File: src/rtl/pipe_pkg.sv
// Shared pipeline constants: control-bit positions inside the ctlwb/ctlm bundles
// and the memory-access state encoding used by mem_stage and dmem_handshake.
package pipe_pkg;

  localparam int CTLWB_REGWRITE = 1;
  localparam int CTLWB_MEMTOREG = 0;

  localparam int CTLM_BRANCH   = 2;
  localparam int CTLM_MEMREAD  = 1;
  localparam int CTLM_MEMWRITE = 0;

  typedef enum logic {
    IDLE = 1'b0,
    WAIT = 1'b1
  } mem_state_t;

endpackage

File: src/rtl/mem_stage_if.sv
// Data-memory bus between mem_stage (master) and the data memory (slave).
// Handshake: req rises with addr/we/wdata valid and holds them stable until the
// slave answers with a one-cycle ack; rdata is valid in the ack cycle only.
interface mem_stage_if #(
  parameter int DATA_W = 32
);
  logic              req;
  logic              we;
  logic [DATA_W-1:0] addr;
  logic [DATA_W-1:0] wdata;
  logic [DATA_W-1:0] rdata;
  logic              ack;

  modport master (
    output req, we, addr, wdata,
    input  rdata, ack
  );

  modport slave (
    input  req, we, addr, wdata,
    output rdata, ack
  );
endinterface

File: src/rtl/mem_stage_dmem_handshake.sv
// IDLE/WAIT controller for one outstanding data-memory access.
// req and stall are decoded from the state only, so reset drops them at once.
module dmem_handshake
  import pipe_pkg::*;
(
  input  logic       clk,
  input  logic       reset,
  input  logic       start,
  input  logic       ack,
  output logic       req,
  output logic       stall,
  output logic       done,
  output mem_state_t state
);

  mem_state_t state_next;

  always_ff @(posedge clk or negedge reset) begin
    if (!reset) begin
      state <= IDLE;
    end else begin
      state <= state_next;
    end
  end

  always_comb begin
    state_next = state;
    req        = 1'b0;
    stall      = 1'b0;
    done       = 1'b0;
    case (state)
      IDLE: begin
        if (start) begin
          state_next = WAIT;
        end
      end
      WAIT: begin
        req   = 1'b1;
        stall = 1'b1;
        if (ack) begin
          done       = 1'b1;
          state_next = IDLE;
        end
      end
      default: begin
        state_next = IDLE;
      end
    endcase
  end

endmodule

File: src/rtl/mem_stage.sv
// EX/MEM boundary, data-memory access and MEM/WB register of the pipeline.
// Optional misaligned-access trap is enabled by defining MEM_ALIGN_CHECK_EN.
module mem_stage
  import pipe_pkg::*;
#(
  parameter int DATA_W     = 32,
  parameter int REG_ADDR_W = 5
) (
  input  logic                  clk,
  input  logic                  reset,
  input  logic                  in_valid,
  input  logic                  flush,
  input  logic [1:0]            ctlwb_in,
  input  logic [2:0]            ctlm_in,
  input  logic [DATA_W-1:0]     adder_in,
  input  logic                  aluzero_in,
  input  logic [DATA_W-1:0]     aluout_in,
  input  logic [DATA_W-1:0]     readdat2_in,
  input  logic [REG_ADDR_W-1:0] muxout_in,
  output logic                  stall,
  mem_stage_if.master           dmem,
  output logic                  pcsrc,
  output logic [DATA_W-1:0]     branch_target,
  output logic                  memwb_valid,
  output logic [1:0]            memwb_ctlwb,
  output logic [DATA_W-1:0]     memwb_rdata,
  output logic [DATA_W-1:0]     memwb_aluout,
  output logic [REG_ADDR_W-1:0] memwb_rd,
  output logic                  align_err,
  output mem_state_t            dbg_state
);

  mem_state_t              state;
  logic                    req;
  logic                    done;
  logic                    accept;
  logic                    is_mem;
  logic                    misaligned;
  logic                    start;
  logic                    direct;
  logic                    kill_now;
  logic [1:0]              ctlwb_direct;

  logic [DATA_W-1:0]       reg_addr;
  logic [DATA_W-1:0]       reg_wdata;
  logic                    reg_we;
  logic                    reg_load;
  logic [1:0]              reg_ctlwb;
  logic [REG_ADDR_W-1:0]   reg_rd;
  logic                    reg_kill;

  assign accept = in_valid & ~flush & (state == IDLE);
  assign is_mem = ctlm_in[CTLM_MEMREAD] | ctlm_in[CTLM_MEMWRITE];

`ifdef MEM_ALIGN_CHECK_EN
  assign misaligned = accept & is_mem & (aluout_in[1:0] != 2'b00);
`else
  assign misaligned = 1'b0;
`endif

  // Misaligned accesses never reach the bus; they retire straight away.
  assign start  = accept & is_mem & ~misaligned;
  assign direct = accept & (~is_mem | misaligned);

  always_comb begin
    ctlwb_direct = ctlwb_in;
    if (misaligned) begin
      ctlwb_direct[CTLWB_REGWRITE] = 1'b0;
    end
  end

  dmem_handshake u_handshake (
    .clk   (clk),
    .reset (reset),
    .start (start),
    .ack   (dmem.ack),
    .req   (req),
    .stall (stall),
    .done  (done),
    .state (state)
  );

  assign dbg_state  = state;
  assign dmem.req   = req;
  assign dmem.we    = reg_we;
  assign dmem.addr  = reg_addr;
  assign dmem.wdata = reg_wdata;

  // A flush seen at any point of WAIT, including the ack cycle, drops the writeback.
  assign kill_now = reg_kill | flush;

  always_ff @(posedge clk or negedge reset) begin
    if (!reset) begin
      reg_addr  <= '0;
      reg_wdata <= '0;
      reg_we    <= 1'b0;
      reg_load  <= 1'b0;
      reg_ctlwb <= '0;
      reg_rd    <= '0;
      reg_kill  <= 1'b0;
    end else if (start) begin
      reg_addr  <= aluout_in;
      reg_wdata <= readdat2_in;
      reg_we    <= ctlm_in[CTLM_MEMWRITE];
      reg_load  <= ctlm_in[CTLM_MEMREAD] & ~ctlm_in[CTLM_MEMWRITE];
      reg_ctlwb <= ctlwb_in;
      reg_rd    <= muxout_in;
      reg_kill  <= 1'b0;
    end else if ((state == WAIT) && flush) begin
      reg_kill  <= 1'b1;
    end
  end

  always_ff @(posedge clk or negedge reset) begin
    if (!reset) begin
      memwb_valid  <= 1'b0;
      memwb_ctlwb  <= '0;
      memwb_rdata  <= '0;
      memwb_aluout <= '0;
      memwb_rd     <= '0;
    end else begin
      memwb_valid <= 1'b0;
      if (direct) begin
        memwb_valid  <= 1'b1;
        memwb_ctlwb  <= ctlwb_direct;
        memwb_aluout <= aluout_in;
        memwb_rd     <= muxout_in;
      end else if (done && !kill_now) begin
        memwb_valid  <= 1'b1;
        memwb_ctlwb  <= reg_ctlwb;
        memwb_aluout <= reg_addr;
        memwb_rd     <= reg_rd;
        if (reg_load) begin
          memwb_rdata <= dmem.rdata;
        end
      end
    end
  end

  always_ff @(posedge clk or negedge reset) begin
    if (!reset) begin
      pcsrc         <= 1'b0;
      branch_target <= '0;
    end else begin
      pcsrc <= accept & ctlm_in[CTLM_BRANCH] & aluzero_in;
      if (accept) begin
        branch_target <= adder_in;
      end
    end
  end

`ifdef MEM_ALIGN_CHECK_EN
  always_ff @(posedge clk or negedge reset) begin
    if (!reset) begin
      align_err <= 1'b0;
    end else begin
      align_err <= misaligned;
    end
  end
`else
  assign align_err = 1'b0;
`endif

endmodule

File: src/flat_wrapper.sv
// flat-port wrapper written by rule: the top's interface ports become plain ports
module mem_stage_flat import pipe_pkg::*;
#(
  parameter int DATA_W     = 32,
  parameter int REG_ADDR_W = 5
)
  (clk, reset, in_valid, flush, ctlwb_in, ctlm_in, adder_in, aluzero_in, aluout_in, readdat2_in, muxout_in, stall, pcsrc, branch_target, memwb_valid, memwb_ctlwb, memwb_rdata, memwb_aluout, memwb_rd, align_err, dbg_state, dmem_req, dmem_we, dmem_addr, dmem_wdata, dmem_rdata, dmem_ack);
  mem_stage_if #(.DATA_W(DATA_W)) dmem_i ();
  input  logic clk;
  input  logic reset;
  input  logic in_valid;
  input  logic flush;
  input  logic [1:0] ctlwb_in;
  input  logic [2:0] ctlm_in;
  input  logic [DATA_W-1:0] adder_in;
  input  logic aluzero_in;
  input  logic [DATA_W-1:0] aluout_in;
  input  logic [DATA_W-1:0] readdat2_in;
  input  logic [REG_ADDR_W-1:0] muxout_in;
  output logic stall;
  output logic pcsrc;
  output logic [DATA_W-1:0] branch_target;
  output logic memwb_valid;
  output logic [1:0] memwb_ctlwb;
  output logic [DATA_W-1:0] memwb_rdata;
  output logic [DATA_W-1:0] memwb_aluout;
  output logic [REG_ADDR_W-1:0] memwb_rd;
  output logic align_err;
  output mem_state_t dbg_state;
  output wire logic [$bits(dmem_i.req)-1:0] dmem_req;
  output wire logic [$bits(dmem_i.we)-1:0] dmem_we;
  output wire logic [$bits(dmem_i.addr)-1:0] dmem_addr;
  output wire logic [$bits(dmem_i.wdata)-1:0] dmem_wdata;
  input wire logic [$bits(dmem_i.rdata)-1:0] dmem_rdata;
  input wire logic [$bits(dmem_i.ack)-1:0] dmem_ack;
  assign dmem_req = dmem_i.req;
  assign dmem_we = dmem_i.we;
  assign dmem_addr = dmem_i.addr;
  assign dmem_wdata = dmem_i.wdata;
  assign dmem_i.rdata = dmem_rdata;
  assign dmem_i.ack = dmem_ack;
  mem_stage #(.DATA_W(DATA_W), .REG_ADDR_W(REG_ADDR_W)) u_core (.clk(clk), .reset(reset), .in_valid(in_valid), .flush(flush), .ctlwb_in(ctlwb_in), .ctlm_in(ctlm_in), .adder_in(adder_in), .aluzero_in(aluzero_in), .aluout_in(aluout_in), .readdat2_in(readdat2_in), .muxout_in(muxout_in), .stall(stall), .dmem(dmem_i), .pcsrc(pcsrc), .branch_target(branch_target), .memwb_valid(memwb_valid), .memwb_ctlwb(memwb_ctlwb), .memwb_rdata(memwb_rdata), .memwb_aluout(memwb_aluout), .memwb_rd(memwb_rd), .align_err(align_err), .dbg_state(dbg_state));
endmodule
File: config.mk
export PLATFORM = sky130hd
export DESIGN_NAME = mem_stage_flat
export DESIGN_NICKNAME = d
export VERILOG_FILES = /design/src/rtl/pipe_pkg.sv /design/src/rtl/mem_stage_if.sv /design/src/rtl/mem_stage_dmem_handshake.sv /design/src/rtl/mem_stage.sv /design/src/flat_wrapper.sv
export SDC_FILE = /design/constraint.sdc
export NUM_CORES = 1
export LEC_CHECK = 0
export ABC_AREA = 1
export CAP_MARGIN = 20
export CORE_MARGIN = 2
export CORE_UTILIZATION = 42
export DETAILED_ROUTE_END_ITERATION = 8
export PLACE_DENSITY = 0.84
export SETUP_SLACK_MARGIN = 0.5
export SYNTH_ARGS = -nofsm -noshare
export SYNTH_HDL_FRONTEND = slang
export SYNTH_SLANG_ARGS = --single-unit
File: constraint.sdc
create_clock -name clk -period 1.8 [get_ports clk]
set_input_delay 0.27 -clock clk [delete_from_list [all_inputs] [get_ports clk]]
set_output_delay 0.27 -clock clk [all_outputs]
set_load 0.005 [all_outputs]
==> results of run 1 <==
[timing repair]
action / CTS / global route
hold buffers: 1 / 0
cloned: 3 / 8
buffers inserted: 47 / 21
pin swaps: 2 / 3
endpoints found under the setup margin: 319 / 258
endpoints found under the hold margin: 43 / 0
resized for setup: 520 / 93
[kinds of logic (layout without fill, tap and decap cells)]
| kind of cell | Yosys count | count (layout) | synth area share, % |
|---|---|---|---|
| simple gates | 549 | 549 | 30.8 |
| buf+inv | 63 | 465 | 4.24 |
| flops | 180 | 180 | 62.5 |
| compound gates | 34 | 34 | 2.36 |
| other cells | 1 | 1 | 0.0521 |
[cells in the final DEF, fill, tap and decap left out]
cell type / n
nand2_2: 3
nand2_4: 2
nor2_1: 3
o21ai_1: 5
inv_2: 2
clkdlybuf4s15_1: 16
nand2_1: 425
clkinv_4: 2
nor2_4: 3
dfrtp_2: 1
bufbuf_16: 1
clkbuf_2: 71
bufinv_16: 2
o21ai_0: 29
buf_2: 86
clkbuf_8: 1
nor2_2: 1
nand3b_1: 1
clkbuf_16: 22
nand3_1: 111
clkdlybuf4s50_1: 142
buf_16: 2
buf_8: 1
conb_1: 1
dlygate4sd3_1: 1
inv_6: 2
inv_1: 5
buf_4: 79
inv_4: 1
dfrtp_1: 179
clkbuf_1: 3
buf_6: 8
buf_12: 13
clkinvlp_4: 3
clkinv_2: 2
[final timing paths]
check | slack [ns] | start | cells after the start | end
max | 0.36 | u_core.u_handshake.state | 8 | u_core.reg_rd[2]
min | 0.38 | ctlm_in[2] | 3 | u_core.pcsrc
max reg2reg | 0.36 | u_core.u_handshake.state | 8 | u_core.reg_rd[2]
min reg2reg | 0.47 | u_core.dmem.wdata[18] | 2 | u_core.dmem.wdata[18]
max in group asynchronous | 0.80 | reset | 3 | u_core.memwb_aluout[23]
min in group asynchronous | 0.39 | reset | 2 | u_core.memwb_aluout[13]
[routing by layer]
layer | up-vias | wire (um)
met5 | - | 0
met4 | 0 | 642
met3 | 53 | 2500
met2 | 393 | 12800
met1 | 3506 | 9410
li1 | 3390 | -
[cell type report]
| cell class | count | share of cell area (%) |
|---|---|---|
| well taps | 220 | 2.42 |
| clock buffers | 21 | 3.96 |
| flip-flops and latches | 180 | 39.6 |
| inverters | 8 | 0.286 |
| multi-input cells | 584 | 21.3 |
| clock inverters | 11 | 1.12 |
| repair buffers | 425 | 31.2 |
[power by group]
group	leakage (uW)	switching [uW]	total (uW)	internal, uW
Combinational	0.00353	1630	3470	1840
Clock	0.000274	1570	3670	2090
Sequential	0.00228	582	5600	5010
[critical path, stage by stage, from the launching register on]
cell	delay [ns]
dfrtp_2	0.40
buf_6	0.13
nor2_4	0.12
nand2_4	0.08
nor2_4	0.17
buf_4	0.18
buf_12	0.15
nand2_1	0.07
nand2_1	0.07
[stage by stage]
stage               instances  power, uW  instance area (sq um)  util (%)  setup slack, ns
detailed placement       1337       9400                  10700      64.3           0.0115
floorplan                 827       6640                   7250         -            0.502
global route             1449      13400                  11400      68.0            0.272
global placement         1337       9260                  10700      64.3           0.0734
CTS                      1420      12700                  11400      68.2            0.289
finish                   1449      12700                  11400      68.0            0.359
[flip-flops by register name, indices dropped and copies added, names as in the netlist]
name	cells
u_core.branch_target	32
u_core.dmem.addr	32
u_core.dmem.wdata	32
u_core.memwb_aluout	32
u_core.memwb_rdata	32
u_core.memwb_rd	5
u_core.reg_rd	5
u_core.memwb_ctlwb	2
u_core.reg_ctlwb	2
u_core.dmem.we	1
u_core.memwb_valid	1
u_core.pcsrc	1
u_core.reg_kill	1
u_core.reg_load	1
u_core.u_handshake.state	1
==> impl_results.md, run 1 <==
- Sequential share of the synthesized area: between 60% and 70%
- Fill count: about 1300
- Slew Viols, Final: 0
- Vias per cell: 5.07
- Max-capacitance violation count: 0
- Fin crit share: 80.0%
- Mapped Cells: 827
- Met3 usage: slightly above 8%
- Slew @ Worst Pin: 0.567 ns
- Total die area: 18200 sq um
- WP data required: 2.15 ns
- Row count: 47
- Cell Area, Synth: 7200 sq um
- Drt first pass iters: 7
- Starting Density: 43.1%
- N_diodes: 0
- CP endpoint kind: flop
- Chip Width: 135 um
- Mapped Nets: 971
- Top Usage Layer GRT: met2
- Area contributors post-synth: dfrtp_1 63%, nand2_1 22%, nand3_1 7.7%
- Skew final: 0.00809 ns
- Core Region: 16700 sq um
- Worst-path clk slew: 0.06 ns
- Total global-route track usage: 26.1%
- CTS Buf Count: 17
- Most frequent cell after synthesis: nand2_1
- Grt ovf: 0
- Startpoint Class: flop
- Clk sink count: 180
- CTS tree: done
- Final setup viols: 0
- Post-route DRC violation count: 0
- First-pass GRT wire length: 37200 um
- Area delta synth->final: 57.7%
- Top cells by count, synth: 429 x nand2_1, 180 x dfrtp_1, 111 x nand3_1
- Number of buffers added on ports: 316
- Largest net degree at the start of global routing: 54
- Library cells used by synthesis: 16
- Area of the multi-input gates: roughly 2400 sq um
- RSZ-0062 raised after global routing: yes
- Clock buffer depth: 2
- Leak: ~0.0061 uW
- Synth Warn #: 0
- Fmax: 694 MHz
- Minimum clock period: 1.44 ns
- FF+latch area: 4510 sq um
- Number of synthesized register bits: 180
- Mapped Avg Cell Area: 8.71 sq um
- Initial antenna violation count: 0
- Synth Flop Type: dfrtp_1
- Post-synth EDFFs: 0
- Drt total wl: 25400 um
- Drt wl/cell: approximately 18 um
- Met1 global-route usage: 30.4%
- Clk Latency, worst-skew pair: 0.42 ns
- CTS root buf: clkbuf_16
- Hold slack: 0.383 ns
- Post-DP HPWL: 15500 um
- Drt initial violations: 565
- Final GP Congestion: 0.819
- DRT antenna net count: 0
- Synth area leader: dfrtp_1
- Worst hold-check path type: input port to flop
- Share of layout cells above drive strength 1: 25.1%
- Clock H-tree levels: 4
- GR Util met2: 45.8%
- Number of global-route vias before repair: 7177
- Setup tns final: 0 ns
- Status: finished clean
- Slew HR: 62.2%
- CP arrival: 1.79 ns
- IO Count: 318
- Final net count: roughly 1400
- DR vias: 7342
- Final hold viol count: 0
- Yosys top cell area share: 62.5%
- Largest fanout on the critical path: 15
- PwrDens: 1120 nW/um^2
- Die Height: 135 um
- Max VDD drop: about 640 uV
- Ys async rst share: 100%
- Setup CP Type: flop to flop
No activity file was read; power rests on OpenSTA's default activity.
==> run 2, diff against run 1 <==
--- a/config.mk
+++ b/config.mk
@@ -8,9 +8,9 @@
 export ABC_AREA = 1
 export CAP_MARGIN = 20
 export CORE_MARGIN = 2
-export CORE_UTILIZATION = 42
+export CORE_UTILIZATION = 38
 export DETAILED_ROUTE_END_ITERATION = 8
-export PLACE_DENSITY = 0.84
+export PLACE_DENSITY = 0.81
 export SETUP_SLACK_MARGIN = 0.5
 export SYNTH_ARGS = -nofsm -noshare
 export SYNTH_HDL_FRONTEND = slang
==> constraint.sdc (replaced) <==
create_clock -name clk -period 1.3 [get_ports clk]
set_input_delay 0.195 -clock clk [delete_from_list [all_inputs] [get_ports clk]]
set_output_delay 0.195 -clock clk [all_outputs]
set_load 0.005 [all_outputs]
==> impl_results.md, run 2 (synthesis gave the netlist of run 1 again) <==
- Status: complete, but fails checks
- Failing checks: negative hold slack, negative setup slack
- Vias per cell: 5.10 (+0.56%)
- Final hold viol count: 180 (+180)
- Setup CP Type: flop to flop
- CTS tree: done
- Number of buffers added on ports: 316 (unchanged)
- Drt initial violations: 500 (-12%)
- Clock buffer depth: 2 (unchanged)
- Post-DP HPWL: 15300 um (-1.4%)
- Largest net degree at the start of global routing: 66 (+22%)
- Initial antenna violation count: 0 (unchanged)
- Design area: 13000 sq um (+15%)
- IO Count: 318 (unchanged)
- Total global-route track usage: 25.2% (-0.85 points)
- CP arrival: 1.90 ns (+0.11 ns)
- Final GP Congestion: 0.851 (+4.0%)
- Clk Latency, worst-skew pair: 0.42 ns (about the same)
- Die Height: 142 um (+5.0%)
- Total die area: 20100 sq um (+10%)
- Clock H-tree levels: 4 (unchanged)
- Finished Core Util: 69.8% (+1.8 points)
- Final setup viols: 179 (+179)
- N_diodes: 0 (unchanged)
- Post-route DRC violation count: 0 (unchanged)
- Skew final: 0.0132 ns (+0.00506 ns)
- Drt wl/cell: 19.0 um (+8.3%)
- Grt ovf: 0 (unchanged)
- Largest fanout on the critical path: 7 (-8)
- Max-capacitance violation count: 0 (unchanged)
- Fill count: 1391 (+5.1%)
- Share of layout cells above drive strength 1: 42.5% (+17 points)
- CTS root buf: clkbuf_16
- Non-filler cells, final: 1521 (+5.0%)
- Slew Viols, Final: 0 (unchanged)
- Chip Width: 142 um (+5.0%)
- Core Region: 18600 sq um (+12%)
- Startpoint Class: flop
- PwrDens: 1450 nW/um^2 (+30%)
- Final net count: 1418 (+4.3%)
- Area of the multi-input gates: 3200 sq um (+32%)
- Area delta synth->final: 80.6%
- First-pass GRT wire length: 39300 um (+5.5%)
- Max VDD drop: 936 uV (+47%)
- Most frequent cells in the layout: 329 x nand2_1, 179 x dfrtp_1, 167 x buf_2, 142 x clkdlybuf4s50_1, 106 x buf_4
- Fmax: 644 MHz (-7.2%)
- Starting Density: 38.6% (-4.5 points)
- Worst-path clk slew: 0.07 ns (about the same)
- Hold slack: -0.401 ns (-0.784 ns)
- Fin crit share: 119% (+39 points)
- Placed cell area: 10800 sq um (+0.35%)
- Leak: 0.00706 uW (+16%)
- Most common cell after layout, fill and taps aside: nand2_1
- Pwr Total: 18900 uW (+49%)
- FF+latch area: 4510 sq um (unchanged)
- WP data required: 1.65 ns (-0.50 ns)
- Clk sink count: 180 (unchanged)
- CP endpoint kind: flop
- DRT antenna net count: 0 (unchanged)
- Number of global-route vias before repair: 7234 (+0.79%)
- Worst setup margin: -0.253 ns (-0.612 ns)
- Worst hold-check path type: input port to async pin
- Drt total wl: 28900 um (+14%)
- Cell Count Post-Placement: 1350 (+0.97%)
- Row count: 50 (+6.4%)
- Minimum clock period: 1.55 ns (+0.112 ns)
- DR vias: 7750 (+5.6%)
- CTS Buf Count: 17 (unchanged)
- Drt first pass iters: 5 (-2)
- RSZ-0062 raised after global routing: yes
-- run 2: path summary, 6_finish.rpt --
check	endpoint	startpoint	slack (ns)	depth (start not counted)
hold reg to reg	u_core.dmem.wdata[12]	u_core.dmem.wdata[12]	0.47	2
setup / recovery	u_core.reg_ctlwb[1]	u_core.u_handshake.state	-0.25	8
min in group clk	u_core.pcsrc	aluzero_in	0.29	3
setup reg to reg	u_core.reg_ctlwb[1]	u_core.u_handshake.state	-0.25	8
hold / removal	u_core.dmem.wdata[2]	reset	-0.40	1
max in group asynchronous	u_core.branch_target[6]	reset	1.07	2
-- run 2: where the power goes --
part           total, uW  internal [uW]  leakage [uW]  switching (uW)
clock network       5270           2890      0.000291            2380
logic               5960           3230       0.00449            2730
registers           7680           6940       0.00228             746
-- run 2: worst max-delay path: stages (launching register included) --
cell       delay (ns)
dfrtp_2          0.42
buf_6            0.13
nor2_4           0.12
nand2_4          0.08
nor2_4           0.20
buf_12           0.21
clkbuf_16        0.18
nand2_2          0.04
nand2_1          0.09
-- run 2: cell type report --
| cell class | instances | share of cell area, % |
|---|---|---|
| clock inverter | 15 | 1.29 |
| clock buffer | 17 | 3.27 |
| timing repair buffer | 483 | 33.6 |
| inverter | 8 | 0.327 |
| sequential | 180 | 34.6 |
| tap | 234 | 2.25 |
| multi-input combinational | 584 | 24.6 |
-- run 2: per-layer routing --
| layer | GRT usage [%] | part of all wire (%) |
|---|---|---|
| met1 | 31.4 | 39 |
| met5 | 0 | 0 |
| met2 | 41.3 | 49 |
| met4 | 11.3 | 4.4 |
| met3 | 6.92 | 8.1 |
-- run 2: repair_timing --
| item | in CTS | in global routing |
|---|---|---|
| endpoints found under the hold margin | 180 | 180 |
| pin swaps | 3 | 65 |
| setup endpoints to repair | 353 | 353 |
| gates cloned | 13 | 14 |
| setup buffers | 64 | 48 |
| gates resized for setup | 751 | 195 |
-- run 2: stage by stage --
step                      TNS (ns)  worst slack (ns)
final                       -26.08            -0.253
after detailed placement    -50.73            -0.364
after global placement      -47.14            -0.332
after CTS                   -17.72            -0.179
after floorplan                  0           0.00216
after global routing        -37.33            -0.299
